--- config.mk ---
export PLATFORM = sky130hd
export DESIGN_NAME = cordic_iter
export DESIGN_NICKNAME = d
export VERILOG_FILES = /design/src/rtl/cordic_pkg.sv /design/src/rtl/cordic_iter_shift.sv /design/src/rtl/cordic_iter.sv
export SDC_FILE = /design/constraint.sdc
export NUM_CORES = 1
export LEC_CHECK = 0
export CAP_MARGIN = 20
export CORE_ASPECT_RATIO = 0.8
export CORE_MARGIN = 2
export CORE_UTILIZATION = 59
export CTS_BUF_LIST = sky130_fd_sc_hd__clkbuf_2 sky130_fd_sc_hd__clkbuf_4 sky130_fd_sc_hd__clkbuf_8
export DETAILED_ROUTE_END_ITERATION = 6
export GPL_ROUTABILITY_DRIVEN = 1
export PLACE_DENSITY = 0.83
export SYNTH_ARGS = -nofsm -noshare
export SYNTH_HDL_FRONTEND = slang
export SYNTH_SLANG_ARGS = --single-unit
--- constraint.sdc ---
create_clock -name clk -period 6.2 [get_ports clk]
set_input_delay 0.93 -clock clk [delete_from_list [all_inputs] [get_ports clk]]
set_output_delay 0.93 -clock clk [all_outputs]
set_load 0.01 [all_outputs]
--- src/rtl/cordic_pkg.sv ---
// Shared constants for the iterative CORDIC: arctangent table, FSM encoding and mode values.
package cordic_pkg;

    localparam logic [1:0] ST_IDLE = 2'd0;
    localparam logic [1:0] ST_RUN  = 2'd1;
    localparam logic [1:0] ST_DONE = 2'd2;

    localparam logic MODE_ROT = 1'b0;
    localparam logic MODE_VEC = 1'b1;

    // atan(2^-i) scaled so that 2^31 represents pi, rounded to nearest.
    function automatic logic [31:0] atan_entry(input logic [4:0] idx);
        logic [31:0] v;
        case (idx)
            5'd0:  v = 32'd536870912;
            5'd1:  v = 32'd316933406;
            5'd2:  v = 32'd167458907;
            5'd3:  v = 32'd85004756;
            5'd4:  v = 32'd42667331;
            5'd5:  v = 32'd21354465;
            5'd6:  v = 32'd10679838;
            5'd7:  v = 32'd5340245;
            5'd8:  v = 32'd2670163;
            5'd9:  v = 32'd1335087;
            5'd10: v = 32'd667544;
            5'd11: v = 32'd333772;
            5'd12: v = 32'd166886;
            5'd13: v = 32'd83443;
            5'd14: v = 32'd41722;
            5'd15: v = 32'd20861;
            5'd16: v = 32'd10430;
            5'd17: v = 32'd5215;
            5'd18: v = 32'd2608;
            5'd19: v = 32'd1304;
            5'd20: v = 32'd652;
            5'd21: v = 32'd326;
            5'd22: v = 32'd163;
            5'd23: v = 32'd81;
            5'd24: v = 32'd41;
            5'd25: v = 32'd20;
            5'd26: v = 32'd10;
            5'd27: v = 32'd5;
            5'd28: v = 32'd3;
            5'd29: v = 32'd1;
            5'd30: v = 32'd1;
            default: v = 32'd0;
        endcase
        return v;
    endfunction

endpackage

--- src/rtl/cordic_iter_shift.sv ---
// N-bit arithmetic right shifter with a 5-bit shift amount.
module shift #(
    parameter int N = 16
) (
    input  logic signed [N-1:0] value,
    input  logic        [4:0]   amount,
    output logic signed [N-1:0] result
);

    assign result = value >>> amount;

endmodule

--- src/rtl/cordic_iter.sv ---
// Iterative CORDIC, one micro-rotation per clock, rotation or vectoring mode, no gain compensation.
module cordic_iter
    import cordic_pkg::*;
#(
    parameter int N    = 16,
    parameter int ITER = 14
) (
    input  logic                clk,
    input  logic                rst_n,
    input  logic                in_valid,
    output logic                in_ready,
    input  logic                mode,
    input  logic signed [N-1:0] x_in,
    input  logic signed [N-1:0] y_in,
    input  logic signed [N-1:0] z_in,
    output logic                out_valid,
    input  logic                out_ready,
    output logic signed [N-1:0] x_out,
    output logic signed [N-1:0] y_out,
    output logic signed [N-1:0] z_out
);

    localparam int CW = (ITER <= 1) ? 1 : $clog2(ITER);

    // Table entry re-scaled from the 32-bit angle format to N bits (floor shift).
    function automatic logic signed [N-1:0] atan_scaled(input logic [4:0] idx);
        logic signed [31:0] t;
        t = signed'(atan_entry(idx)) >>> (32 - N);
        return t[N-1:0];
    endfunction

    logic [1:0]          state;
    logic [CW-1:0]       iter_cnt;
    logic                mode_r;
    logic signed [N-1:0] x_r, y_r, z_r;

    logic [4:0]          shift_amt;
    logic signed [N-1:0] x_sh, y_sh, atan_i;
    logic signed [N-1:0] x_nxt, y_nxt, z_nxt;
    logic                dir_pos;
    logic                accept, last_iter;

    assign accept    = in_valid && in_ready;
    assign last_iter = (iter_cnt == CW'(ITER - 1));
    assign shift_amt = 5'(iter_cnt);
    assign atan_i    = atan_scaled(shift_amt);

    shift #(.N(N)) u_shift_x (.value(x_r), .amount(shift_amt), .result(x_sh));
    shift #(.N(N)) u_shift_y (.value(y_r), .amount(shift_amt), .result(y_sh));

    // Rotation drives z toward zero; vectoring drives y toward zero.
    always_comb begin
        dir_pos = (mode_r == MODE_ROT) ? ~z_r[N-1] : y_r[N-1];
        if (dir_pos) begin
            x_nxt = x_r - y_sh;
            y_nxt = y_r + x_sh;
            z_nxt = z_r - atan_i;
        end else begin
            x_nxt = x_r + y_sh;
            y_nxt = y_r - x_sh;
            z_nxt = z_r + atan_i;
        end
    end

    // Working registers: loaded on accept, stepped every RUN cycle.
    always_ff @(posedge clk) begin
        if (accept) begin
            x_r    <= x_in;
            y_r    <= y_in;
            z_r    <= z_in;
            mode_r <= mode;
        end else if (state == ST_RUN) begin
            x_r <= x_nxt;
            y_r <= y_nxt;
            z_r <= z_nxt;
        end
    end

    always_ff @(posedge clk) begin
        if (!rst_n) begin
            state     <= ST_IDLE;
            iter_cnt  <= '0;
            in_ready  <= 1'b1;
            out_valid <= 1'b0;
            x_out     <= '0;
            y_out     <= '0;
            z_out     <= '0;
        end else begin
            case (state)
                ST_IDLE: begin
                    if (accept) begin
                        state    <= ST_RUN;
                        iter_cnt <= '0;
                        in_ready <= 1'b0;
                    end
                end
                ST_RUN: begin
                    if (last_iter) begin
                        state     <= ST_DONE;
                        out_valid <= 1'b1;
                        x_out     <= x_nxt;
                        y_out     <= y_nxt;
                        z_out     <= z_nxt;
                    end else begin
                        iter_cnt <= iter_cnt + 1'b1;
                    end
                end
                ST_DONE: begin
                    if (out_ready) begin
                        state     <= ST_IDLE;
                        out_valid <= 1'b0;
                        in_ready  <= 1'b1;
                    end
                end
                default: begin
                    state     <= ST_IDLE;
                    in_ready  <= 1'b1;
                    out_valid <= 1'b0;
                end
            endcase
        end
    end

endmodule

==> results.sh <==
export IMPL_grt_overflow_total=0
export IMPL_rsz0062_at_grt="false"
export IMPL_grt_pass1_vias=7937
export IMPL_reg2reg_slack_ns=0.86
export IMPL_crit_path_end_kind="flop"
export IMPL_cts_sinks=119
export IMPL_htreeDepth=4
export IMPL_detail_route_wl_per_cell_um=19.3
export IMPL_final_nets=1244
export IMPL_cp_max_fo=18
export IMPL_reg2reg_to="x_r[14]"
export IMPL_hold_buffers=0
export IMPL_numCtsBuffers=17
export IMPL_post_cts_buffers=0
export IMPL_post_synth_top_area_cell="edfxtp_1"
export IMPL_synth_top_area_share_pct=16.2
export IMPL_syn_to_final_growth_pct=17.5
export IMPL_clkLatencyLatePin_ns=0.47
export IMPL_drive_above_1_share_pct=8.92
export IMPL_fin_crit_ns=5.34
export IMPL_syn_area_per_cell_um2=8.69
export IMPL_cp_data_arrival_time_ns=5.53
export IMPL_cts_max_path_buffers=2
export IMPL_diodes=0
export IMPL_place_hpwl_mm=18.7
export IMPL_crit_required_ns=6.39
export IMPL_pre_cts_ws_ns=0.969
export IMPL_synth_edf_count=49
export IMPL_synth_cell_types=69
export IMPL_rows=40
export IMPL_worst_slew_pin_slew_ns=0.827
export IMPL_synthCells=1045
export IMPL_ys_seq_area_share_pct=31.6
export IMPL_clock_fmax_mhz=187
export IMPL_portBuffers=102
export IMPL_ys_async_sr_fraction_pct=0
export IMPL_netlist_top_cells_count="nand2_1, a21oi_1, dfxtp_1, xnor2_1, nor2_1"
export IMPL_vdd_drop_max_mv=0.451
export IMPL_setup_ws_ns=0.858
export IMPL_slew_viol_final=0
export IMPL_relSlewSlack_pct=44.4
export IMPL_firstDrtPassIters=5
export IMPL_start_util_pct=60.5
export IMPL_cts_resized_gates=0
export IMPL_synth_area_um2=9080
export IMPL_synth_net_count=1159
export IMPL_synth_most_common_cell="nand2_1"
export IMPL_tritoncts="yes"
export IMPL_gp_congestion=0.967
export IMPL_ys_warn_count=0
export IMPL_post_route_util_pct=71.1
export IMPL_routed_wl_mm=25.7
export IMPL_worstSetupStartpoint="iter_cnt[0]"
export IMPL_leakage_nw=4.14
export IMPL_r2r_cells=16
export IMPL_hp_start="y_out[6]"
export IMPL_die_area_um2=16400
export IMPL_grt_max_degree=52
export IMPL_hold_viol=0
export IMPL_hold_end="y_out[6]"
export IMPL_synthFlopType="dfxtp_1"
export IMPL_setup_viol=0
export IMPL_drv_cap=0
export IMPL_via_count=8410
export IMPL_hold_path_class="flop to flop"
export IMPL_crit_type="flop to flop"
export IMPL_dr_first_iter_drc_count=814
export IMPL_drtAntennaViolNets=0
export IMPL_period_share_pct=86.2
export IMPL_status="complete, no violations"
export IMPL_ff_latch_area_um2=2880
export IMPL_yosys_register_bits=119
export IMPL_holdPathStages=2
export IMPL_cp_start_kind="flop"
export IMPL_antenna_found_initial=0
export IMPL_io_pins=103
export IMPL_core_area_um2=15000
export IMPL_synthTopCellsByArea="edfxtp_1, dfxtp_1, nand2_1"
export IMPL_die_h_um=115
export IMPL_die_w_um=143
export IMPL_fillers=1172
export IMPL_clkSlewWorstSetupHoldPaths_ns=0.08
export IMPL_cts_root_buf="clkbuf_8"
export IMPL_multi_input_area_um2=5870
export IMPL_drc=0
export IMPL_tns_ns=0
export IMPL_skew_ns=0.0108
export IMPL_grt_pass1_wl_mm=41.4
export IMPL_grt_usage_pct=32.4
export IMPL_r2r_start="iter_cnt[0]"
export IMPL_via_per_inst=6.31
export IMPL_p_per_area_nw_per_um2=676
[report_power, final]
group | total (W) | internal (W) | leakage, nW | switching, W
clock | 0.000748 | 0.000382 | 0.202 | 0.000365
combinational | 0.00504 | 0.00216 | 2.89 | 0.00289
sequential | 0.00142 | 0.00115 | 1.05 | 0.000266
total | 0.00721 | 0.00369 | 4.14 | 0.00352
[cells in the final DEF (no fill, tap or decap), drive strengths merged, types with 11 or more instances in the layout]
master,Yosys,routed
xor2,16,16
ha,58,58
o21ai,39,39
dfxtp,70,70
inv,33,36
nand2,213,213
clkbuf,38,20
nor2,60,60
nand3,17,17
and3,11,11
buf,15,17
nand2b,20,20
mux4,32,32
edfxtp,49,49
a211oi,24,24
clkdlybuf4s50,0,102
mux2i,24,24
a21oi,102,102
xnor2,63,63
nor3,18,18
o31ai,11,11
[through the flow]
stage | hold WS [ns] | total power, W | std cells | area, µm²
2_1_floorplan | 0.481 | 0.00517 | 1045 | 9080
3_3_place_gp | 0.442 | 0.00620 | 1300 | 10300
3_5_place_dp | 0.449 | 0.00630 | 1300 | 10300
4_1_cts | 0.462 | 0.00710 | 1332 | 10700
5_1_grt | 0.477 | 0.00779 | 1332 | 10700
6_report | 0.460 | 0.00721 | 1332 | 10700
[registers in the layout, summed over array words and instances, names as in the netlist]
| register | cells |
|---|---|
| z_r | 16 |
| z_out | 16 |
| state | 2 |
| x_r | 16 |
| y_r | 16 |
| out_valid | 1 |
| x_out | 16 |
| mode_r | 1 |
| iter_cnt | 4 |
| in_ready | 1 |
| y_out | 16 |
| atan_i | 14 |
[per-layer routing]
layer	up-vias	wire length, µm	share of wire (%)	track usage, %
met4	2	415	1.6	9.44
li1	3936	-	-	-
met3	44	3150	12	8.37
met2	494	10600	41	45.6
met1	3934	11500	45	49.0
met5	-	42	0.16	2.05
[cell type report]
type / count / share of cell area (%)
tap: 189 / 2.22
inverter: 33 / 1.16
sequential: 119 / 26.9
timing repair buffer: 119 / 10.9
multi-input combinational: 840 / 55.0
clock buffer: 20 / 2.46
clock inverter: 12 / 1.32
[worst max-delay path by stage]
stage	endpoint	cells past startpoint
6_report	x_r[14]	16
5_1_grt	x_r[14]	16
4_1_cts	y_out[15]	16
3_5_place_dp	y_out[15]	16
3_3_place_gp	x_r[14]	16
2_1_floorplan	x_r[14]	19
[kinds of logic after synthesis]
kind of cell             after synthesis  synth area share, %
AO/OA/AOI/OAI                        254                 17.7
XOR/XNOR                              80                 7.88
adder cells (fa/ha/maj)               61                 8.65
buffers and inverters                 86                 3.94
flip-flops                           119                 31.6
multiplexers                          59                 11.0
AND/OR/NAND/NOR                      386                 19.2
[critical path, stage by stage (launching register included)]
cell      delay, ns
dfxtp_2        0.65
buf_4          0.31
mux4_2         0.54
a22oi_1        0.23
o21ai_0        0.19
a211oi_1       0.58
nor2_1         0.11
xnor2_1        0.15
ha_1           0.32
inv_1          0.04
o21ai_0        0.28
a21oi_1        0.14
o21ai_0        0.36
a211oi_1       0.21
o41ai_1        0.66
xnor2_1        0.19
o21ai_0        0.09
Power figures use the tool's default switching activity.
